===== config.mk =====
export PLATFORM = sky130hd
export DESIGN_NAME = wide_fifo_axis_reader
export DESIGN_NICKNAME = d
export VERILOG_FILES = /design/src/rtl/wide_fifo_axis_reader.sv
export SDC_FILE = /design/constraint.sdc
export NUM_CORES = 1
export LEC_CHECK = 0
export CAP_MARGIN = 0
export CELL_PAD_IN_SITES_DETAIL_PLACEMENT = 2
export CELL_PAD_IN_SITES_GLOBAL_PLACEMENT = 2
export CORE_UTILIZATION = 34
export CTS_CLUSTER_DIAMETER = 30
export DETAILED_ROUTE_END_ITERATION = 8
export PLACE_DENSITY = 0.86
export SLEW_MARGIN = 20
export SYNTH_ARGS = -nofsm -noshare
export SYNTH_HDL_FRONTEND = slang
export SYNTH_SLANG_ARGS = --single-unit

===== constraint.sdc =====
create_clock -name ACLK -period 12.1 [get_ports ACLK]
set_input_delay 2.42 -clock ACLK [delete_from_list [all_inputs] [get_ports ACLK]]
set_output_delay 2.42 -clock ACLK [all_outputs]
set_load 0.05 [all_outputs]

===== src/rtl/wide_fifo_axis_reader.sv =====
// Pops FWFT words from the wide FIFO and presents them as an AXI4-Stream master through a 2-entry skid buffer.
// Optional statistics outputs are enabled by defining WIDE_FIFO_AXIS_READER_STATS_EN.
module wide_fifo_axis_reader #(
  parameter int C_NUMBER_FIFOS = 4
) (
  input  logic                          ACLK,
  input  logic                          ARESETN,
  input  logic [64*C_NUMBER_FIFOS-1:0]  FIFO_DO,
  input  logic [8*C_NUMBER_FIFOS-1:0]   FIFO_DOP,
  input  logic                          FIFO_EMPTY,
  output logic                          FIFO_RDEN,
  output logic [64*C_NUMBER_FIFOS-1:0]  M_AXIS_TDATA,
  output logic [8*C_NUMBER_FIFOS-1:0]   M_AXIS_TKEEP,
  output logic                          M_AXIS_TLAST,
  output logic                          M_AXIS_TVALID,
  input  logic                          M_AXIS_TREADY,
  input  logic                          FLUSH,
  output logic                          KEEP_ERR
`ifdef WIDE_FIFO_AXIS_READER_STATS_EN
  ,
  output logic [31:0]                   STAT_PKTS,
  output logic [31:0]                   STAT_BEATS,
  output logic [15:0]                   STAT_DROPS
`endif
);

  localparam int DW = 64 * C_NUMBER_FIFOS;
  localparam int KW = 8 * C_NUMBER_FIFOS;

  typedef enum logic [1:0] {IDLE = 2'd0, PKT = 2'd1, DROP = 2'd2} state_t;

  state_t          state_q, state_d;
  logic            drop_pend_q, drop_pend_d;
  logic [1:0]      count_q, count_d;
  logic            rd_ptr_q, wr_ptr_q;
  logic            keep_err_q;
  logic [DW-1:0]   buf_data_q [2];
  logic [KW-1:0]   buf_keep_q [2];
  logic            buf_last_q [2];

  logic [KW-1:0]   in_keep;
  logic            in_last;
  logic            drop_start;
  logic            pop;
  logic            fwd;
  logic            xfer;
  logic            tvalid;
  logic            keep_bad;

  // Lane 0 of the keep mask is implied; the parity bit it would occupy carries tlast.
  assign in_keep = {FIFO_DOP[KW-1:1], 1'b1};
  assign in_last = FIFO_DOP[0];

  // A FLUSH seen in the same cycle as a packet's first pop still drops that packet.
  assign drop_start = (state_q == IDLE) && (drop_pend_q || FLUSH);
  assign pop  = ARESETN && !FIFO_EMPTY &&
                ((state_q == DROP) || drop_start || (count_q != 2'd2));
  assign fwd  = pop && (state_q != DROP) && !drop_start;
  assign tvalid = (count_q != 2'd0);
  assign xfer = tvalid && M_AXIS_TREADY;

  // Contiguous-from-LSB masks satisfy keep & (keep+1) == 0; mid-packet beats must be full.
  assign keep_bad = ((in_keep & (in_keep + KW'(1))) != '0) ||
                    (!in_last && (in_keep != '1));

  always_comb begin
    state_d     = state_q;
    drop_pend_d = drop_pend_q | FLUSH;
    if (pop) begin
      case (state_q)
        IDLE: begin
          if (drop_start) begin
            drop_pend_d = 1'b0;
            state_d     = in_last ? IDLE : DROP;
          end else begin
            state_d     = in_last ? IDLE : PKT;
          end
        end
        PKT:     if (in_last) state_d = IDLE;
        DROP:    if (in_last) state_d = IDLE;
        default: state_d = IDLE;
      endcase
    end
  end

  always_comb begin
    count_d = count_q;
    if (fwd && !xfer) begin
      count_d = count_q + 2'd1;
    end else if (!fwd && xfer) begin
      count_d = count_q - 2'd1;
    end
  end

  always_ff @(posedge ACLK) begin
    if (!ARESETN) begin
      state_q     <= IDLE;
      drop_pend_q <= 1'b0;
      count_q     <= 2'd0;
      rd_ptr_q    <= 1'b0;
      wr_ptr_q    <= 1'b0;
      keep_err_q  <= 1'b0;
    end else begin
      state_q     <= state_d;
      drop_pend_q <= drop_pend_d;
      count_q     <= count_d;
      if (fwd) wr_ptr_q <= ~wr_ptr_q;
      if (xfer) rd_ptr_q <= ~rd_ptr_q;
      if (fwd && keep_bad) keep_err_q <= 1'b1;
    end
  end

  // Storage needs no reset: outputs are masked while the buffer is empty.
  always_ff @(posedge ACLK) begin
    if (fwd) begin
      buf_data_q[wr_ptr_q] <= FIFO_DO;
      buf_keep_q[wr_ptr_q] <= in_keep;
      buf_last_q[wr_ptr_q] <= in_last;
    end
  end

  assign FIFO_RDEN     = pop;
  assign M_AXIS_TVALID = tvalid;
  assign M_AXIS_TDATA  = tvalid ? buf_data_q[rd_ptr_q] : '0;
  assign M_AXIS_TKEEP  = tvalid ? buf_keep_q[rd_ptr_q] : '0;
  assign M_AXIS_TLAST  = tvalid ? buf_last_q[rd_ptr_q] : 1'b0;
  assign KEEP_ERR      = keep_err_q;

`ifdef WIDE_FIFO_AXIS_READER_STATS_EN
  logic [31:0] stat_pkts_q, stat_beats_q;
  logic [15:0] stat_drops_q;

  always_ff @(posedge ACLK) begin
    if (!ARESETN) begin
      stat_pkts_q  <= '0;
      stat_beats_q <= '0;
      stat_drops_q <= '0;
    end else begin
      if (fwd) begin
        stat_beats_q <= stat_beats_q + 32'd1;
        if (in_last) stat_pkts_q <= stat_pkts_q + 32'd1;
      end
      if (pop && drop_start) stat_drops_q <= stat_drops_q + 16'd1;
    end
  end

  assign STAT_PKTS  = stat_pkts_q;
  assign STAT_BEATS = stat_beats_q;
  assign STAT_DROPS = stat_drops_q;
`endif

endmodule


## Word-level counts from Yosys, hierarchy flattened

Memories as Yosys holds them, arrays and structs flattened. A register that Yosys moved wholly into a read port is not among the register bits.
Cells that the tools add are included.

| word-level totals | value |
|---|---|
| register bits after elaboration | 8 |
| latch bits | 0 |
| memory bits (writable) | 576 |
| bits in read-only memories | 0 |
| logic and storage cells | 68 |
| memories kept | 3 |

| operators by class | value |
|---|---|
| add/sub/neg operators | 3 |
| $mul | 0 |
| divide/modulo/power cells | 0 |
| order comparisons | 0 |
| equality and inequality tests | 6 |
| shift-type cells | 0 |
| multiplexer cells | 21 |
| bitwise operators | 4 |
| reduce and logical (&&, ||, !) cells | 25 |

Memories:

| memory | words | width | rd ports | clocked after Yosys merged registers in | wr ports | RTL line | text |
|---|---|---|---|---|---|---|---|
| buf_data_q | 2 | 256 | 1 | 1 | 1 | 37 | `logic [DW-1:0] buf_data_q [2];` |
| buf_keep_q | 2 | 31 | 1 | 1 | 1 | 38 | `logic [KW-1:0] buf_keep_q [2];` |
| buf_last_q | 2 | 1 | 1 | 1 | 1 | 39 | `logic buf_last_q [2];` |

Operator list:

| cell | count |
|---|---|
| two-way mux 256 bit | 1 |
| adder 32 x 1 -> 32 bit (second input constant) | 1 |
| AND 32 bit | 1 |
| two-way mux 32 bit | 1 |
| nonzero test 32 bit | 1 |
| inequality test 31 bit (second input constant) | 1 |
| two-way mux 1 bit | 13 |
| logical AND 1 bit | 10 |
| two-way mux 2 bit | 5 |
| zero test 1 bit | 5 |
| logical OR 1 bit | 4 |
| inequality test 2 bit (second input constant) | 2 |
| case mux 2 bit (2 select lines) | 1 |
| nonzero test 2 bit | 2 |
| adder 2 x 1 -> 2 bit (second input constant) | 1 |
| == test 2 x 1 -> 1 bit (second input constant) | 1 |
| == test 2 bit (second input constant) | 1 |
| zero test 2 bit | 1 |
| inequality test 2 x 1 -> 1 bit (second input constant) | 1 |
| NOT 1 bit | 2 |
| AND reduction 2 bit | 1 |
| OR reduction 2 bit | 1 |
| subtractor 2 x 1 -> 2 bit (second input constant) | 1 |
| OR 1 bit | 1 |

## Longest topological paths before layout

| depth | value |
|---|---|
| word-level depth | 11 |
| gate-level depth with buffers | 8 |
| gate-level depth less buffers | 8 |

## Worst setup path after synthesis

Ideal clock, no wire load.

| timing path | value |
|---|---|
| path type | input-to-reg |
| from | input FLUSH |
| to | memory buf_data_q[1][0] in the netlist's numbering (enable) |
| setup time | 0.686 ns |
| data arrival time | 9.690 ns |
| path slack | 1.724 ns |
| cell stages on the path | 4 |
| path buffers | 0 |
| path through | or2_1 -> a21oi_2 -> nor3b_2 -> and2_1 |

| on the way | value |
|---|---|
| word-level cells in the longest chain between the ends | 9 |
| elaborated cells between the ends (all ways) | 10 |
| classes of those cells | mux (2); reduce/logical (8) |

Ends and longest elaborated chain:

| item | RTL line | text |
|---|---|---|
| from (decl) | 17 | `input logic FLUSH,` |
| logical OR 1 bit * | 55 | `assign drop_start = (state_q == IDLE) && (drop_pend_q \|\| FLUSH);` |
| logical AND 1 bit * | 55 |  |
| logical OR 1 bit (2 in a row) | 57 | `((state_q == DROP) \|\| drop_start \|\| (count_q != 2'd2));` |
| logical AND 1 bit | 56 | `assign pop = ARESETN && !FIFO_EMPTY &&` |
| logical AND 1 bit | 58 | `assign fwd = pop && (state_q != DROP) && !drop_start;` |
| logical AND 1 bit * | 58 |  |
| named net fwd | 45 | `logic fwd;` |
| two-way mux 1 bit * | 115 | `if (fwd) begin` |
| two-way mux 1 bit (not written as such) * | 116 | `buf_data_q[wr_ptr_q] <= FIFO_DO;` |
| to (decl) | 37 |  |

The timed path passes the listed nets; every way through them passes the cells marked *.

==> run metrics <==
fin crit share between 50% and 60%; first-iteration detailed-routing DRC count 739; GRT busiest layer met2; Post-CTS Repair Setup Buffers 0; #FFs+latches synth between 500 and 600; critical path class flop to output pin; Port Buffers 584; Synth cell types 43; crit end category output pin; Worst Path Arrival 4.29 ns; setup ws final about 5.4 ns; Switching Power 4.05 mW; hold_buf cts 0; fmax 149 MHz; antenna-violating nets left 0; drt drc 0; number of fillers in the final layout slightly below 6k; Worst Path Max Fanout between 100 and 150; Syn. warnings 0; Seq/Total Area, Yosys 78.1%; CTS tree yes; cell family with most CP delay buffers and inverters; Post-synth ARST share 0%; top-area cell type share of the netlist area 77.3%; pre-CTS setup slack 5.38 ns; M2 GR Usage 44.7%; 1st-pass router iterations 5; Rel. slew slack 32.8%; Logic pwr share just over 40%; average detailed-routed wire length per instance ~27 microns; most frequent cell after synthesis edfxtp_1; share of power burned in registers 23.8%; Cell Area, Synth about 22,000 sq um; Setup-failing EPs final 0; Routed WL between 80,000 and 90,000 microns; cell count after synthesis around 1.3k; Tot GR Track Use between 20% and 30%; clk buf depth 3; Synth Net Count 1,619; met1 Use GR between 20% and 30%; Root Driver clkbuf_16; Die Wd about 260 microns; synthesized area per cell roughly 17 sq um; Initial Utilization between 30% and 40%; Buf+Inv Stages, Crit Path 3; final number of max-transition violations 0; Post-CTS Resized 0; largest cells by area after synthesis edfxtp_1 77%, mux2i_1 13%, nor2_1 5.0%; met3 Usage GRT 6.92%; first-pass GRT wire length between 100,000 and 150,000 microns; PwrDens ~300 nW/um^2; crit start category flop; Post-synth top cells 576 x edfxtp_1, 297 x nor2_1, 288 x mux2i_1; fin crit period around 6.7 ns; via count approximately 14k; endpoints failing hold 0; vias in the first global route 16.7k; largest net degree at the start of global routing around 150; Final GP Congestion 0.782; Internal 5.99 mW; Sink Count 585; Die ar. ~67,000 sq um; row cnt 93; Leak Pwr around 11 nW; initial antenna violation count 16; cts bufs inserted between 100 and 150; Vias/cell approximately 4.8; crit path cell chain buf_4, buf_12, mux2i_1, nor2_1, clkdlybuf4s50_1; required time of the critical path 9.68 ns; Ports approximately 590; final net count approximately 2.3k; max_cap viols 0; leading area contributor after synthesis edfxtp_1; total placed instance area 29,100 sq um; H-tree levels 4; clock group share of total power 35.6%; status finished clean; post-route cell area 33,600 sq um; EDFF count, synth between 500 and 600; CP max stage cell clkdlybuf4s50_1; layout cell share with drive strength beyond 1 10.2%; Clk Latency, worst-skew pair a little under 0.7 ns; Clock Skews 0.0293 ns; Largest stage delay, worst path around 0.84 ns; Detail Placement HPWL between 40,000 and 50,000 microns; RSZ-0062 raised after global routing false; Min-Delay Path Class flop to flop; core footprint 64,700 sq um; Fin Setup TNS 0 ns; worst-margin pin slew roughly 1.0 ns; VDD IR max 0.195 mV; GRT overflow 0; Clk pin slew, worst setup/hold paths 0.05 ns; area added between synthesis and finish 50.1%; Design Power around 10 mW; Sw Ratio 40.3%; chip height about 260 microns; Primary FF master, synth edfxtp_1
==> worst paths after layout <==
kind | from | depth (start not counted) | slack [ns] | endpoint
max | flop | 5 | 5.39 | M_AXIS_TDATA[223]
max reg2reg | state_q[0] | 7 | 8.03 | buf_data_q[0][151]
min | state_q[0] | 2 | 0.47 | state_q[0]
min reg2reg | state_q[0] | 2 | 0.47 | state_q[0]
==> area by class of cell <==
| class | instances | area [sq um] | area share [%] |
|---|---|---|---|
| Clock inverter | 73 | 836 | 2.49 |
| Antenna cell | 11 | 27.5 | 0.0820 |
| Timing Repair Buffer | 596 | 6010 | 17.9 |
| Multi-Input combinational cell | 663 | 4530 | 13.5 |
| Sequential cell | 585 | 17500 | 52.1 |
| Clock buffer | 161 | 3590 | 10.7 |
| Inverter | 10 | 37.5 | 0.112 |
| Tap cell | 855 | 1070 | 3.19 |
==> per-stage QoR <==
step                      hold slack (ns)  util, %  instances
final                               0.473     51.9       2954
after global routing                0.493     51.9       2954
after CTS                           0.480     51.8       2942
after detailed placement            0.475     45.0       2708
after global placement              0.445     45.0       2708
after floorplan                     0.431        -       1323
==> flip-flops by register name, indices dropped and copies added (netlist names), named ones only <==
register and flops:
count_q 2, buf_last_q 2, KEEP_ERR 1, buf_keep_q 62
rd_ptr_q 1, wr_ptr_q 1, state_q 2, buf_data_q 512
drop_pend_q 1
==> placed cells by master, fill, tap and decap left out, types with 3 or more instances in the layout <==
cell and instances:
clkdlybuf4s50_1 584, edfxtp_1 576, nor2_1 297, mux2i_1 288, clkbuf_16 138, clkinv_1 25
clkinv_2 19, clkbuf_1 18, bufinv_16 16, diode_2 11, inv_1 9, dfxtp_1 8
nand2_1 8, nand4_1 7, buf_12 6, o21ai_0 5, a21oi_1 5, clkbuf_8 5
clkinvlp_4 5, buf_4 5, nand2b_1 3, and2_1 3, a21boi_1 3, and3_1 3
o21ai_1 3, nor4_1 3, ha_1 3
==> kinds of logic (layout without fill, tap and decap cells) <==
group,Yosys count,in the layout,synth area share (%)
other cells,0,11,0
xor+xnor,3,3,0.117
buf+inv,75,840,1.71
flops,585,585,78.1
fa+ha+maj,3,3,0.168
simple gates,341,341,6.18
mux,288,288,12.9
compound gates,28,28,0.833
==> power groups by stage <==
stage	clock, mW	combinational (mW)	sequential, mW
3_5_place_dp	0	4.03	2.42
4_1_cts	3.65	4.10	2.39
6_report	3.58	4.07	2.39
3_3_place_gp	0	3.94	2.41
2_1_floorplan	0	2.64	2.40
5_1_grt	3.72	4.21	2.40
==> per-layer routing <==
metal | up-vias | part of all wire [%]
li1 | 6347 | -
met1 | 7239 | 34
met2 | 503 | 56
met3 | 171 | 5.9
met4 | 8 | 4.2
met5 | - | 0.070
==> worst register-to-register path, cell delays in order, from the launching register on <==
cell,delay (ns)
dfxtp_1,0.33
inv_1,0.07
ha_1,0.25
a21oi_2,0.18
nor3b_2,0.44
and2b_4,0.79
buf_4,0.73
buf_4,0.85
(Power assumes the default switching activity.)
